### config.mk
export PLATFORM = sky130hd
export DESIGN_NAME = serial_word_collector_flat
export DESIGN_NICKNAME = d
export VERILOG_FILES = /design/src/rtl/div_pkg.sv /design/src/rtl/serial_word_collector_if.sv /design/src/rtl/bit_counter.sv /design/src/rtl/serial_word_collector.sv /design/src/flat_wrapper.sv
export SDC_FILE = /design/constraint.sdc
export NUM_CORES = 1
export LEC_CHECK = 0
export BUFFER_PORTS_ARGS = -buffer_cell sky130_fd_sc_hd__buf_4
export CORE_MARGIN = 5
export CORE_UTILIZATION = 55
export DETAILED_ROUTE_END_ITERATION = 10
export MAX_ROUTING_LAYER = met4
export PLACE_DENSITY = 0.76
export SLEW_MARGIN = 20
export SYNTH_ARGS = -nofsm -noshare
export SYNTH_HDL_FRONTEND = slang
export SYNTH_HIERARCHICAL = 1
export SYNTH_SLANG_ARGS = --single-unit
### constraint.sdc
create_clock -name clk -period 2.77 [get_ports clk]
set_clock_uncertainty 0.05 [all_clocks]
set_input_delay 0.4155 -clock clk [delete_from_list [all_inputs] [get_ports clk]]
set_output_delay 0.4155 -clock clk [all_outputs]
set_load 0.02 [all_outputs]
### src/rtl/div_pkg.sv
// Shared constants for the divider's serial receive path: FSM encodings and default word width.
// Frame length depends on PARITY_CHECK_EN (a trailing even-parity bit extends each frame by one).
package div_pkg;

  localparam int DIV_WIDTH = 32;

  localparam logic [1:0] S_IDLE  = 2'd0;
  localparam logic [1:0] S_SHIFT = 2'd1;
  localparam logic [1:0] S_DONE  = 2'd2;

  // Number of serial bits that make up one frame on bit_in.
  function automatic int frame_bits(input int width);
`ifdef PARITY_CHECK_EN
    return width + 1;
`else
    return width;
`endif
  endfunction

endpackage

### src/rtl/serial_word_collector_if.sv
// Serial-in / word-out handshake bundle for serial_word_collector.
// PARITY_CHECK_EN adds the parity_err status line.
interface serial_word_collector_if
  import div_pkg::*;
#(
  parameter int WIDTH = DIV_WIDTH
) ();

  logic             start;
  logic             bit_in;
  logic             bit_valid;
  logic [WIDTH-1:0] word_out;
  logic             word_valid;
  logic             word_ready;
  logic             busy;
  logic             overrun;
`ifdef PARITY_CHECK_EN
  logic             parity_err;
`endif

`ifdef PARITY_CHECK_EN
  modport slave (
    input  start, bit_in, bit_valid, word_ready,
    output word_out, word_valid, busy, overrun, parity_err
  );
  modport master (
    output start, bit_in, bit_valid, word_ready,
    input  word_out, word_valid, busy, overrun, parity_err
  );
`else
  modport slave (
    input  start, bit_in, bit_valid, word_ready,
    output word_out, word_valid, busy, overrun
  );
  modport master (
    output start, bit_in, bit_valid, word_ready,
    input  word_out, word_valid, busy, overrun
  );
`endif

endinterface

### src/rtl/bit_counter.sv
// Up-counter tracking received bits; tc flags that the count equals the programmed limit.
// Updates on the falling clock edge to match the serial receive path.
module bit_counter #(
  parameter int CNT_W = 6
) (
  input  logic             clk,
  input  logic             reset_n,
  input  logic             clear,
  input  logic             inc,
  input  logic [CNT_W-1:0] limit,
  output logic             tc
);

  logic [CNT_W-1:0] count_reg;

  always_ff @(negedge clk or negedge reset_n) begin
    if (!reset_n) begin
      count_reg <= '0;
    end else if (clear) begin
      count_reg <= '0;
    end else if (inc) begin
      count_reg <= count_reg + CNT_W'(1);
    end
  end

  assign tc = (count_reg == limit);

endmodule

### src/rtl/serial_word_collector.sv
// Rebuilds a WIDTH-bit word from an MSB-first serial stream and offers it on a valid/ready handshake.
// Define PARITY_CHECK_EN to expect a trailing even-parity bit per frame and report parity_err.
module serial_word_collector
  import div_pkg::*;
#(
  parameter int WIDTH = DIV_WIDTH
) (
  input  logic                   clk,
  input  logic                   reset_n,
  serial_word_collector_if.slave bus
);

  localparam int               CNT_W    = $clog2(WIDTH + 1);
  localparam logic [CNT_W-1:0] LAST_IDX = CNT_W'(frame_bits(WIDTH) - 1);

  logic [1:0]       state_reg, state_next;
  logic [WIDTH-1:0] sr_reg, sr_next;
  logic [WIDTH-1:0] word_reg, word_next;
  logic             word_valid_reg, word_valid_next;
  logic             overrun_reg, overrun_next;
  logic [WIDTH-1:0] shifted;
  logic             cnt_clear;
  logic             cnt_inc;
  logic             cnt_last;
`ifdef PARITY_CHECK_EN
  logic             parity_err_reg, parity_err_next;
`endif

  // Incoming bit appended below the bits already collected (MSB-first framing).
  assign shifted = WIDTH'({sr_reg, bus.bit_in});

  bit_counter #(
    .CNT_W (CNT_W)
  ) u_bit_counter (
    .clk     (clk),
    .reset_n (reset_n),
    .clear   (cnt_clear),
    .inc     (cnt_inc),
    .limit   (LAST_IDX),
    .tc      (cnt_last)
  );

  always_comb begin
    state_next      = state_reg;
    sr_next         = sr_reg;
    word_next       = word_reg;
    word_valid_next = word_valid_reg;
    overrun_next    = overrun_reg;
    cnt_clear       = 1'b0;
    cnt_inc         = 1'b0;
`ifdef PARITY_CHECK_EN
    parity_err_next = parity_err_reg;
`endif

    case (state_reg)
      S_IDLE: begin
        if (bus.start) begin
          state_next   = S_SHIFT;
          sr_next      = '0;
          cnt_clear    = 1'b1;
          overrun_next = 1'b0;
        end else if (bus.bit_valid) begin
          overrun_next = 1'b1;
        end
      end

      S_SHIFT: begin
        // A start here abandons the partial word; a coincident bit is dropped.
        if (bus.start) begin
          sr_next   = '0;
          cnt_clear = 1'b1;
        end else if (bus.bit_valid) begin
          if (cnt_last) begin
            state_next      = S_DONE;
            word_valid_next = 1'b1;
`ifdef PARITY_CHECK_EN
            word_next       = sr_reg;
            parity_err_next = (^sr_reg) ^ bus.bit_in;
`else
            word_next       = shifted;
`endif
          end else begin
            sr_next = shifted;
            cnt_inc = 1'b1;
          end
        end
      end

      S_DONE: begin
        // The held word is never overwritten: start only counts alongside an accept.
        if (bus.word_ready && bus.start) begin
          state_next      = S_SHIFT;
          word_valid_next = 1'b0;
          sr_next         = '0;
          cnt_clear       = 1'b1;
          overrun_next    = 1'b0;
`ifdef PARITY_CHECK_EN
          parity_err_next = 1'b0;
`endif
        end else begin
          if (bus.bit_valid) begin
            overrun_next = 1'b1;
          end
          if (bus.word_ready) begin
            state_next      = S_IDLE;
            word_valid_next = 1'b0;
`ifdef PARITY_CHECK_EN
            parity_err_next = 1'b0;
`endif
          end
        end
      end

      default: begin
        state_next      = S_IDLE;
        word_valid_next = 1'b0;
      end
    endcase
  end

  always_ff @(negedge clk or negedge reset_n) begin
    if (!reset_n) begin
      state_reg      <= S_IDLE;
      sr_reg         <= '0;
      word_reg       <= '0;
      word_valid_reg <= 1'b0;
      overrun_reg    <= 1'b0;
`ifdef PARITY_CHECK_EN
      parity_err_reg <= 1'b0;
`endif
    end else begin
      state_reg      <= state_next;
      sr_reg         <= sr_next;
      word_reg       <= word_next;
      word_valid_reg <= word_valid_next;
      overrun_reg    <= overrun_next;
`ifdef PARITY_CHECK_EN
      parity_err_reg <= parity_err_next;
`endif
    end
  end

  assign bus.word_out   = word_reg;
  assign bus.word_valid = word_valid_reg;
  assign bus.busy       = (state_reg == S_SHIFT);
  assign bus.overrun    = overrun_reg;
`ifdef PARITY_CHECK_EN
  assign bus.parity_err = parity_err_reg;
`endif

endmodule

### src/flat_wrapper.sv
// flat-port wrapper written by rule: the top's interface ports become plain ports
module serial_word_collector_flat import div_pkg::*;
#(
  parameter int WIDTH = DIV_WIDTH
)
  (clk, reset_n, bus_start, bus_bit_in, bus_bit_valid, bus_word_ready, bus_word_out, bus_word_valid, bus_busy, bus_overrun);
  serial_word_collector_if #(.WIDTH(WIDTH)) bus_i ();
  input  logic clk;
  input  logic reset_n;
  input wire logic [$bits(bus_i.start)-1:0] bus_start;
  input wire logic [$bits(bus_i.bit_in)-1:0] bus_bit_in;
  input wire logic [$bits(bus_i.bit_valid)-1:0] bus_bit_valid;
  input wire logic [$bits(bus_i.word_ready)-1:0] bus_word_ready;
  output wire logic [$bits(bus_i.word_out)-1:0] bus_word_out;
  output wire logic [$bits(bus_i.word_valid)-1:0] bus_word_valid;
  output wire logic [$bits(bus_i.busy)-1:0] bus_busy;
  output wire logic [$bits(bus_i.overrun)-1:0] bus_overrun;
  assign bus_i.start = bus_start;
  assign bus_i.bit_in = bus_bit_in;
  assign bus_i.bit_valid = bus_bit_valid;
  assign bus_i.word_ready = bus_word_ready;
  assign bus_word_out = bus_i.word_out;
  assign bus_word_valid = bus_i.word_valid;
  assign bus_busy = bus_i.busy;
  assign bus_overrun = bus_i.overrun;
  serial_word_collector #(.WIDTH(WIDTH)) u_core (.clk(clk), .reset_n(reset_n), .bus(bus_i));
endmodule
==> metrics.txt <==
Root Buffer=clkbuf_8; slowest CP cell=dfrtn_1; Reg2Reg Depth=9; Sw Ratio=0.2410; total grt overflow=0; synthesized flop and latch total=73; peak supply drop=0.0003942 V; CP Class=reg2out; Synth top area share=0.6104; Filler Cell Count=329; GRT Max-Usage Layer=met2; total track usage=0.1796; reg2reg end=u_core/sr_reg[1]; First-pass DRT Iterations=4; Flop pwr share=0.546; hold_ws=409.9 ps; Layout area overhead=31.06%; global-route wire length before repair=9660 um; Setup crit end kind=output port; cell area after layout=3923 um2; Residual DRC=0; vias in the first global route=1953; worst slack, placed=-214.8 ps; I/O Buffers=40; synthesized area per cell=15.27 um2; switching power=486.9 uW; most common library cells after synthesis=dfrtn_1, a22o_1, mux2_4; met1 usage=0.2225; Cells after DPL=318; Routed WL=5820 um; routing usage on met3=0.04047; synth unique cells=30; hold_sp=u_core/bus.word_out[12]; Hold Path Stages=1; Detail Route Antenna Nets=0; P_int=1.534 mW; final worst slack=-143.6 ps; Seq/Total Area, Yosys=0.6104; crit-path cells=nand2b_4 -> inv_4 -> buf_6; Largest register FFs=32; Clk pwr share=0.372; initial antenna violation count=0; fin cells=356; GR Util met2=0.2805; count leader, synth=dfrtn_1; H-Tree Depth=3; final setup fails=1; hold crit path type=reg2reg; Post-Synthesis Cells=196; CORE AREA=5205 um2; clock latency at the later pin of the worst-skew pair=330 ps; die height=83.77 um; drt wl/cell=16.35 um; Routability Congestion=0.8230; Vias=1881; CP Launch Type=flip-flop; R2R setup slack=660 ps; largest net degree at the start of global routing=31; status=finished, violations left; overall power=2.020 mW; Hold Fails Final Rpt=0; CTS Buf Count=9; HPWL after detailed placement=3862 um; Initial Util=0.5750; async set-or-reset flop fraction in the synthesized netlist=1.000; largest cells by area after synthesis=dfrtn_1, mux2_4, a22o_1, xnor2_1, xor2_1; TritonCTS clock tree=built; Pleak=2.087 nW; chip width=83.77 um; ant diodes=0; Synth warnings=6; Post-synth EDFFs=0; Longest Clk Path Bufs=2; Worst Path Arrival=2450 ps; layout cells sized above 1=0.4685; via/cell ratio=5.284; nets=288; slowest cell delay on critical path=430 ps; Max FO, Critical Path=2; Power Density=515.1 nW/um2; FF-to-FF Start=u_core/u_bit_counter/count_reg[1]; Worst EP required=2300 ps; Post-DP Area=3540 um2; Sink Count=73; Layout Utilization=0.7536; Worst-path clk slew=50 ps; violated checks=negative setup slack; Sequential Area=1827 um2; Rows=26; top_reg_cell synth=dfrtn_1; Post-Syn Area=2993 um2; combinational share of power=0.082; area of the multi-input gates=1107 um2; cell taking the most area after synthesis=dfrtn_1; Slew Limit Fails=0; RSZ-0062 raised after global routing=true; WHS Endpoint=u_core/bus.word_out[12]; First DRT Iteration DRCs=91; IO Pins=41; Die ar.=7017 um2; setup TNS=-143.6 ps; Max-Cap Viols=0
## per-layer routing
metal  share of wire  up-vias
met5               0        -
met4           0.018        0
met3           0.032       10
met2            0.49       33
met1            0.46      964
li1                -      874
## cells by family (layout without fill, tap and decap cells)
logic type | count (synthesis) | in the layout | share of synthesized area
flops | 73 | 73 | 0.6104
compound gates | 41 | 41 | 0.1112
mux | 33 | 33 | 0.1601
simple gates | 24 | 24 | 0.05476
buf+inv | 12 | 98 | 0.02759
xor+xnor | 10 | 10 | 0.02926
other cells | 2 | 6 | 0.002509
fa+ha+maj | 1 | 1 | 0.004180
## power by group through the flow
| stage | combinational (mW) | sequential [mW] | clock [mW] |
|---|---|---|---|
| 2_1_floorplan | 0.0547 | 1.13 | 0 |
| 3_3_place_gp | 0.149 | 1.12 | 0 |
| 3_5_place_dp | 0.153 | 1.12 | 0 |
| 4_1_cts | 0.164 | 1.10 | 0.768 |
| 5_1_grt | 0.183 | 1.10 | 0.817 |
| 6_report | 0.166 | 1.10 | 0.752 |
## critical path, delay by kind of cell (launching register included)
| family | cells | cell delay, ps |
|---|---|---|
| buffers and inverters | 2 | 160 |
| DFF | 1 | 430 |
| and+or+nand+nor | 1 | 160 |
## worst max path at each step
| stage | cells past startpoint | slack, ps | from | end |
|---|---|---|---|---|
| 3_3_place_gp | 5 | -180 | bus_start | u_core/bus.word_out[8] |
| 3_5_place_dp | 5 | -210 | bus_start | u_core/bus.word_out[11] |
| 2_1_floorplan | 5 | -120 | bus_start | u_core/u_bit_counter/count_reg[5] |
| 6_report | 3 | -140 | u_core/state_reg[1] | bus_busy |
| 4_1_cts | 3 | -160 | u_core/state_reg[1] | bus_busy |
| 5_1_grt | 3 | -190 | u_core/state_reg[1] | bus_busy |
## repair_timing
action                                  CTS  global route
gates resized for setup                   4             6
endpoints found under the setup margin    7            22
hold buffers                              0             0
cloned                                    0             0
hold endpoints to repair                  0             0
setup buffers                             6            16
## final cells by class
class	count	area share
repair buffers	79	0.1789
multi-input cells	115	0.2823
flip-flops and latches	73	0.4657
inverters	3	0.004466
clock buffers	11	0.03860
well taps	70	0.02233
clock inverters	5	0.007656
## cells in the final DEF, fill, tap and decap left out
master	count
mux2_4	29
nand2_1	7
buf_12	6
inv_1	1
a31oi_1	1
o21ai_0	3
mux2i_1	1
xnor2_1	5
clkbuf_8	11
buf_6	9
nor4b_4	1
clkinvlp_4	3
inv_4	1
nand3b_1	1
buf_4	64
clkinv_2	3
a21oi_1	4
a22o_1	31
conb_1	6
o221a_2	1
nand2b_4	1
nand2b_1	2
nand4_1	2
a41oi_1	1
ha_1	1
xor2_1	5
mux2_2	3
nor2_1	6
or3_1	1
dfrtn_1	73
nor3_1	1
nand4_4	2
Note: power is estimated with default switching activity, not from simulation.
